File: src/rtl/pipe_ctrl.sv
// rtl/pipe_ctrl.sv - pipeline hold/flush sequencer for the 3-stage IF/ID/EX core
//
// Purpose:
//   Turns EX-stage events (taken jump, multi-cycle op, debug halt) into PC and
//   stage-register hold/flush strobes, and drives the PC redirect. The strobes
//   are Mealy outputs of the current state and this cycle's inputs. Only the
//   state, the multi-cycle wait counter and the sticky timeout flag are stored.
//
// Parameters:
//   ADDR_W   PC / jump target width
//   TIMEOUT  maximum MC_WAIT cycles before the pending EX op is abandoned (>=2)
//
// Ports:
//   sys_clk       in   core clock, rising edge
//   sys_rst       in   asynchronous, active-high reset
//   jump_req      in   EX: branch/jump taken this cycle
//   jump_addr     in   EX: jump target
//   mc_start      in   EX: multi-cycle op issued this cycle
//   mc_done       in   multi-cycle unit result valid this cycle
//   halt_req      in   debug halt request (level)
//   hold_pc       out  freeze PC
//   hold_if_id    out  freeze IF/ID register
//   hold_id_ex    out  freeze ID/EX register
//   flush_if_id   out  bubble into IF/ID (wins over hold)
//   flush_id_ex   out  bubble into ID/EX (wins over hold)
//   pc_load       out  PC <= pc_load_addr at next edge
//   pc_load_addr  out  redirect target, zero when pc_load is low
//   halted        out  core is in HALT
//   mc_timeout    out  sticky: a multi-cycle op was abandoned
//   state         out  0 RUN, 1 MC_WAIT, 2 HALT

module pipe_ctrl #(
  parameter int ADDR_W  = 32,
  parameter int TIMEOUT = 64
) (
  input  logic              sys_clk,
  input  logic              sys_rst,
  input  logic              jump_req,
  input  logic [ADDR_W-1:0] jump_addr,
  input  logic              mc_start,
  input  logic              mc_done,
  input  logic              halt_req,
  output logic              hold_pc,
  output logic              hold_if_id,
  output logic              hold_id_ex,
  output logic              flush_if_id,
  output logic              flush_id_ex,
  output logic              pc_load,
  output logic [ADDR_W-1:0] pc_load_addr,
  output logic              halted,
  output logic              mc_timeout,
  output logic [1:0]        state
);

  localparam logic [1:0] S_RUN     = 2'd0;
  localparam logic [1:0] S_MC_WAIT = 2'd1;
  localparam logic [1:0] S_HALT    = 2'd2;

  // Counter only has to reach TIMEOUT-1, where the abort fires, so it can
  // never wrap.
  localparam int             CNT_W    = (TIMEOUT > 1) ? $clog2(TIMEOUT) : 1;
  localparam logic [CNT_W-1:0] CNT_LAST = CNT_W'(TIMEOUT - 1);

  logic [1:0]       state_q, state_d;
  logic [CNT_W-1:0] cnt_q, cnt_d;
  logic             timeout_q, timeout_d;

  always_ff @(posedge sys_clk or posedge sys_rst) begin
    if (sys_rst) begin
      state_q   <= S_RUN;
      cnt_q     <= '0;
      timeout_q <= 1'b0;
    end else begin
      state_q   <= state_d;
      cnt_q     <= cnt_d;
      timeout_q <= timeout_d;
    end
  end

  always_comb begin
    state_d      = state_q;
    cnt_d        = cnt_q;
    timeout_d    = timeout_q;
    hold_pc      = 1'b0;
    hold_if_id   = 1'b0;
    hold_id_ex   = 1'b0;
    flush_if_id  = 1'b0;
    flush_id_ex  = 1'b0;
    pc_load      = 1'b0;
    pc_load_addr = '0;

    case (state_q)
      S_MC_WAIT: begin
        // jump_req / mc_start cannot be genuine while EX is stalled.
        if (mc_done) begin
          // Result arrives: release everything this cycle. A halt raised
          // during the wait is taken now rather than dropped.
          state_d = halt_req ? S_HALT : S_RUN;
        end else if (cnt_q == CNT_LAST) begin
          // Give up on the op: keep fetch frozen one more cycle while EX
          // is overwritten with a bubble so the op never retires.
          hold_pc     = 1'b1;
          hold_if_id  = 1'b1;
          flush_id_ex = 1'b1;
          timeout_d   = 1'b1;
          state_d     = S_RUN;
        end else begin
          hold_pc    = 1'b1;
          hold_if_id = 1'b1;
          hold_id_ex = 1'b1;
          cnt_d      = cnt_q + CNT_W'(1);
        end
      end

      S_HALT: begin
        // EX is kept a bubble so the instruction that was there is not
        // executed twice; the IF/ID instruction resumes on exit.
        hold_pc     = 1'b1;
        hold_if_id  = 1'b1;
        flush_id_ex = 1'b1;
        if (!halt_req) begin
          state_d = S_RUN;
        end
      end

      default: begin
        // RUN, and the unused encoding which behaves as RUN for one cycle.
        if (jump_req) begin
          pc_load      = 1'b1;
          pc_load_addr = jump_addr;
          flush_if_id  = 1'b1;
          flush_id_ex  = 1'b1;
        end else if (mc_start) begin
          hold_pc    = 1'b1;
          hold_if_id = 1'b1;
          hold_id_ex = 1'b1;
          cnt_d      = '0;
          state_d    = S_MC_WAIT;
        end else if (halt_req) begin
          hold_pc     = 1'b1;
          hold_if_id  = 1'b1;
          flush_id_ex = 1'b1;
          state_d     = S_HALT;
        end
        if (state_q != S_RUN) begin
          state_d = S_RUN;
        end
      end
    endcase
  end

  assign halted     = (state_q == S_HALT);
  assign mc_timeout = timeout_q;
  assign state      = state_q;

endmodule

File: config.mk
export PLATFORM = sky130hd
export DESIGN_NAME = pipe_ctrl
export DESIGN_NICKNAME = d
export VERILOG_FILES = /design/src/rtl/pipe_ctrl.sv
export SDC_FILE = /design/constraint.sdc
export NUM_CORES = 1
export LEC_CHECK = 0
export ABC_CLOCK_PERIOD_IN_PS = 5100
export CAP_MARGIN = 5
export CORE_MARGIN = 2
export CORE_UTILIZATION = 33
export CTS_CLUSTER_DIAMETER = 50
export DETAILED_ROUTE_END_ITERATION = 16
export GPL_TIMING_DRIVEN = 1
export PLACE_DENSITY = 0.87
export SETUP_SLACK_MARGIN = 0.2
export SLEW_MARGIN = 20
export SYNTH_ARGS = -nofsm -noshare
export SYNTH_HDL_FRONTEND = slang
export SYNTH_SLANG_ARGS = --single-unit
File: constraint.sdc
create_clock -name sys_clk -period 5.1 [get_ports sys_clk]
set_input_delay 1.53 -clock sys_clk [delete_from_list [all_inputs] [get_ports sys_clk]]
set_output_delay 1.53 -clock sys_clk [all_outputs]
set_load 0.1 [all_outputs]
==> results of run 1 <==
==> path summary, 6_finish.rpt <==
check,startpoint,to,slack (ns),cells after the start
worst min-delay path,mc_timeout$_DFFE_PP0P_,mc_timeout$_DFFE_PP0P_,0.47,1
worst min register to register,mc_timeout$_DFFE_PP0P_,mc_timeout$_DFFE_PP0P_,0.47,1
min in group asynchronous,sys_rst,cnt_q[4]$_DFFE_PP0P_,1.53,2
max in group asynchronous,sys_rst,cnt_q[1]$_DFFE_PP0P_,3.32,2
worst max-delay path,jump_req,pc_load_addr[24],0.48,6
worst max register to register,state[0]$_DFFE_PP0P_,state[1]$_DFFE_PP0P_,2.96,6
==> power groups by stage <==
stage | combinational [uW] | sequential [uW] | clock (uW)
after detailed placement | 1260 | 110 | 0
after floorplan | 792 | 145 | 0
after CTS | 1260 | 108 | 57.6
final | 1260 | 109 | 54.6
after global routing | 1290 | 112 | 62.5
after global placement | 1240 | 108 | 0
==> cells by family (layout without fill, tap and decap cells) <==
kind of cell    after synthesis  after routing  share of synthesized area [%]
mux                           4              4                           5.23
flops                         9              9                           25.4
fa+ha+maj                     4              4                           5.65
compound gates               17             17                           18.6
simple gates                 54             54                           37.1
buf+inv                      14             91                           7.91
==> synth_stat cells (2+ instances only) <==
library cell and instances:
and2_1 32, dfrtp_1 9, inv_1 5, clkbuf_1 4
ha_1 4, nand3_1 4, nor2_1 4, nand2_1 3
o21ai_0 3, a211o_1 2, a22o_1 2, buf_4 2
inv_2 2, mux2i_1 2, o31ai_1 2
==> worst max-delay path, stage by stage <==
cell and delay [ns]:
clkdlybuf4s50_1 0.56, inv_1 0.12, nor2_1 0.15, buf_4 0.30, and2_1 0.23, buf_12 0.19
==> cell type report <==
| class | instances | area (um^2) | area share, % |
|---|---|---|---|
| clock buffers | 4 | 26.3 | 1.25 |
| flip-flops and latches | 9 | 225 | 10.7 |
| repair buffers | 80 | 1180 | 56.2 |
| well taps | 30 | 37.5 | 1.79 |
| inverters | 7 | 26.3 | 1.25 |
| multi-input cells | 79 | 602 | 28.7 |
==> per-stage QoR <==
step / total power (uW) / instance area, um^2 / hold WS, ns / utilization (%)
after global placement: 1350 / 2070 / 0.452 / 82.8
final: 1420 / 2100 / 0.465 / 83.8
after CTS: 1430 / 2100 / 0.475 / 83.8
after floorplan: 937 / 898 / 0.485 / -
after detailed placement: 1370 / 2070 / 0.461 / 82.8
after global routing: 1460 / 2100 / 0.517 / 83.8
==> sequential cells by signal, indices dropped and copies added (netlist names) <==
signal,count
cnt_q,6
mc_timeout,1
state,2
==> layer usage <==
layer / wire, um / global-route usage [%] / vias to the layer above
met1: 1290 / 23.6 / 465
met2: 2170 / 49.8 / 46
met4: 70 / 5.78 / 0
met5: 0 / 0 / -
met3: 129 / 2.79 / 6
li1: - / - / 503
==> summary.md, run 1 <==
| Metric | Value |
|---|---|
| Status | completed |
| Cell variety after synth | 37 |
| Die height | approximately 56 um |
| Combinational share of power | 88.5% |
| RSZ-0062 raised after global routing | no |
| Max_slew headroom | a little over a third |
| RD Place Congestion | 0.816 |
| Clock root cell | clkbuf_4 |
| Internal | 541 uW |
| Setup CP Type | in -> out |
| Worst skew pair latency | 0.26 ns |
| Clk sinks | 9 |
| Tot GR Track Use | 23.6% |
| Cells after Synth | about 100 |
| Most common cell after layout, fill and taps aside | clkdlybuf4s50_1 |
| Routed wire per std cell | ~18 um |
| # IOs | 80 |
| H-tree depth | 1 |
| Setup Fix Bufs, Post-CTS | 0 |
| TritonCTS Buffers | 3 |
| Minimum clock period | ~4.6 ns |
| Critical Path Fanout Max | 34 |
| Drt first pass iters | 4 |
| Register area share after synthesis | 25.4% |
| Final WS setup | 0.477 ns |
| Worst setup EP type | primary output |
| N_diodes | 0 |
| Switching pwr | roughly 880 uW |
| P per Cell Area | 677 nW/um^2 |
| Post-synthesis register bit count | 9 |
| Most frequent cells in the layout | clkdlybuf4s50_1 (41), buf_12 (38), and2_1 (32) |
| Final WL | ~3.7 mm |
| Sequential power share | about 7.7% |
| CP required | 3.57 ns |
| Die X | 55.8 um |
| Share of cells above drive strength 1 | 30.7% |
| Clock slew at reported path FFs | 0.05 ns |
| Worst-Margin Slew | 0.976 ns |
| Post-synth top area share | around a quarter |
| Cts hold-fix bufs | 0 |
| Worst slack at placement | about 0.52 ns |
| Slew Viols, Final | 0 |
| Final Non-Filler Cells | 209 |
| Detailed-placement wirelength estimate | 3.15 mm |
| P_leak | 0.000916 uW |
| Setup TNS | 0 ns |
| Net Count, Synth | roughly 140 |
| Final nets | 222 |
| Post_cts resized | 0 |
| Avg Vias per Cell | 4.88 |
| 1st-iter DRT viols | 16 |
| CTS tree | done |
| HP Class | reg -> reg |
| CTS Buffer Depth | 2 |
| Syn-to-layout area delta | 137% |
| Worst VDD drop | a little under 0.0007 V |
| Via count | 1020 |
| GRT Residual Overflow | 0 |
| Number of max-cap violations | 0 |
| Final period utilization | 90.7% |
| Initial antenna violation count | 0 |
| Syn_area_per_cell | 8.68 um^2 |
| Largest net degree at the start of global routing | 35 |
| Clock share of power | 3.8% |
| Nature of the critical path startpoint | input pin |
| Cells after DPL | 205 |
| IO buf count | between 70 and 80 |
| F_max | between 200 and 250 MHz |
| Leading area contributor after synthesis | dfrtp_1 |
| Count of final hold-check violations | 0 |
| Post-route ant nets | 0 |
| Core region area | around 2500 um^2 |
| Num rows | 18 |
| Vias in the first global route | 1103 |
| DR DRC count | 0 |
| # fillers | approximately 130 |
| Arr. time, crit path | 3.09 ns |
| Final setup viols | 0 |
| Number of synthesized flops with an enable pin | 0 |
| Initial Utilization | 35.4% |
| Post-synth ARST share | 100% |
| Setup Skew | 0.0103 ns |
| Die area | slightly above 3000 um^2 |
| Switching share of power | 61.9% |
| Top cells by area, synth | dfrtp_1 (25%), and2_1 (23%), ha_1 (5.6%) |
| Synth Cell Area | 886 um^2 |
| First-pass GRT wire length | 5.73 mm |
| Main flop type after synthesis | dfrtp_1 |
| Yosys warnings | 0 |
Note: power is estimated with default switching activity, not from simulation.
==> inputs of run 2 (changes only) <==
- RECOVER_POWER: not set -> 50
==> summary.md, run 2 (synthesis gave the netlist of run 1 again) <==
| Metric | Value |
|---|---|
| Status | completed |
| GR peak layer | met2 |
| CP startpoint | halt_req |
| Vias in the first global route | 1103 (unchanged) |
| Post_cts resized | 0 (unchanged) |
| Cells after DPL | 205 (unchanged) |
| TritonCTS Buffers | 3 (unchanged) |
| Number of max-cap violations | 0 (unchanged) |
| Worst hold path depth | 1 (unchanged) |
| First-pass GRT wire length | 5.73 mm (unchanged) |
| Clock slew at reported path FFs | 0.05 ns (about the same) |
| Final period utilization | 94.8% (+4.1 points) |
| Count of final hold-check violations | 0 (unchanged) |
| Worst VDD drop | 0.000607 V (-11%) |
| Die area | 3110 um^2 (unchanged) |
| P per Cell Area | 678 nW/um^2 (+0.14%) |
| F_max | 207 MHz (-4.4%) |
| Arr. time, crit path | 3.30 ns (+0.21 ns) |
| RSZ-0062 raised after global routing | no |
| Die height | 55.8 um (unchanged) |
| Final setup viols | 0 (unchanged) |
| Worst skew pair latency | 0.26 ns (about the same) |
| Via count | 1025 (+0.49%) |
| Met3 Use GR | 2.79% (unchanged) |
| Largest Register | cnt_q |
| Clk sinks | 9 (unchanged) |
| Critical Path Fanout Max | 4 (-88%) |
| Final WS setup | 0.266 ns (-0.211 ns) |
| Worst setup EP type | primary output |
| RD Place Congestion | 0.816 (unchanged) |
| Core Util, Final | 80.4% (-3.5 points) |
| HP Class | reg -> reg |
| Hold Path Origin | mc_timeout$_DFFE_PP0P_ |
| Initial Utilization | 35.4% (unchanged) |
| Most frequent cells in the layout | buf_12 (36), clkdlybuf4s50_1 (34), and2_1 (30) |
| Total power | 1360 uW (-4.0%) |
| Largest net degree at the start of global routing | 35 (unchanged) |
| Share of cells above drive strength 1 | 26.8% (-3.9 points) |
| Initial antenna violation count | 0 (unchanged) |
| Slew Viols, Final | 0 (unchanged) |
| Setup CP Type | in -> out |
| Final Non-Filler Cells | 209 (unchanged) |
| Setup Skew | 0.00976 ns (-0.000551 ns) |
| IO buf count | 79 (unchanged) |
| Max_slew headroom | 34.0% (-0.69 points) |
| Nature of the critical path startpoint | input pin |
| Worst-Margin Slew | 0.986 ns (+0.0101 ns) |
| Minimum clock period | 4.83 ns (+0.211 ns) |
| Core region area | 2500 um^2 (unchanged) |
| Final WL | 3.62 mm (-0.98%) |
| Reg-to-Reg Start | state[0]$_DFFE_PP0P_ |
| Max reg flops | 6 (unchanged) |
| Syn-to-layout area delta | 127% |
| FF-to-FF End | state[1]$_DFFE_PP0P_ |
| Setup TNS | 0 ns (unchanged) |
| Avg Vias per Cell | 4.90 (+0.49%) |
| Routed wire per std cell | 17.3 um (-0.98%) |
| H-tree depth | 1 (unchanged) |
| Tot GR Track Use | 23.6% (unchanged) |
| Worst r2r path cells | 6 (unchanged) |
| Num rows | 18 (unchanged) |
| Setup Fix Bufs, Post-CTS | 0 (unchanged) |
| CTS tree | done |
| Met2 usage | 49.8% (unchanged) |
| Worst slack at placement | 0.520 ns (unchanged) |
| 1st-iter DRT viols | 23 (+7) |
| Most common cell after layout, fill and taps aside | buf_12 |
| GRT Residual Overflow | 0 (unchanged) |
| # IOs | 80 (unchanged) |
| Worst R2R Setup Slack | 2.91 ns (-0.05 ns) |
| N_diodes | 0 (unchanged) |
| P_leak | 0.000906 uW (-1.1%) |
| Worst Hold End | mc_timeout$_DFFE_PP0P_ |
| Post-route ant nets | 0 (unchanged) |
| Detailed-placement wirelength estimate | 3.15 mm (unchanged) |
| Final nets | 222 (unchanged) |
| Die X | 55.8 um (unchanged) |
| Cts hold-fix bufs | 0 (unchanged) |
| CP required | 3.57 ns (about the same) |
| CTS Buffer Depth | 2 (unchanged) |
| Drt first pass iters | 4 (unchanged) |
| DR DRC count | 0 (unchanged) |
| Clock root cell | clkbuf_4 |
| Met1 usage | 23.6% (unchanged) |
run 2: area by class of cell:
| class | count | area, um^2 |
|---|---|---|
| clock buffer | 4 | 26.3 |
| multi-input combinational | 79 | 548 |
| tap | 30 | 37.5 |
| fill | 144 | 490 |
| inverter | 7 | 26.3 |
| timing repair buffer | 80 | 1150 |
| sequential | 9 | 225 |
run 2: worst max-delay path, stage by stage:
cell           delay, ns
dlygate4sd3_1       0.64
nor2_1              0.10
o31ai_1             0.46
clkbuf_2            0.56
run 2: how the worst max path moves through the flow:
stage / to / slack (ns) / depth (start not counted)
global placement: pc_load_addr[16] / 0.61 / 6
CTS: pc_load_addr[19] / 0.51 / 6
detailed placement: pc_load_addr[19] / 0.52 / 6
global route: pc_load_addr[19] / 0.20 / 6
finish: hold_if_id / 0.27 / 4
floorplan: hold_pc / 0.02 / 5
run 2: power by group:
| group | switching [uW] | internal [uW] | leakage (uW) |
|---|---|---|---|
| sequential | 18.5 | 90.0 | 0.000122 |
| combinational | 819 | 382 | 0.000769 |
| clock | 24.3 | 30.1 | 0.0000150 |
run 2: per-layer routing:
metal	up-vias	wire length, um
li1	503	-
met1	464	1260
met2	52	2150
met3	6	148
met4	0	70
met5	-	0
run 2: stage by stage:
step | hold WS, ns | instance area, um^2
after floorplan | 0.485 | 898
after detailed placement | 0.461 | 2070
after global routing | 0.511 | 2010
after global placement | 0.452 | 2070
after CTS | 0.475 | 2100
final | 0.460 | 2010
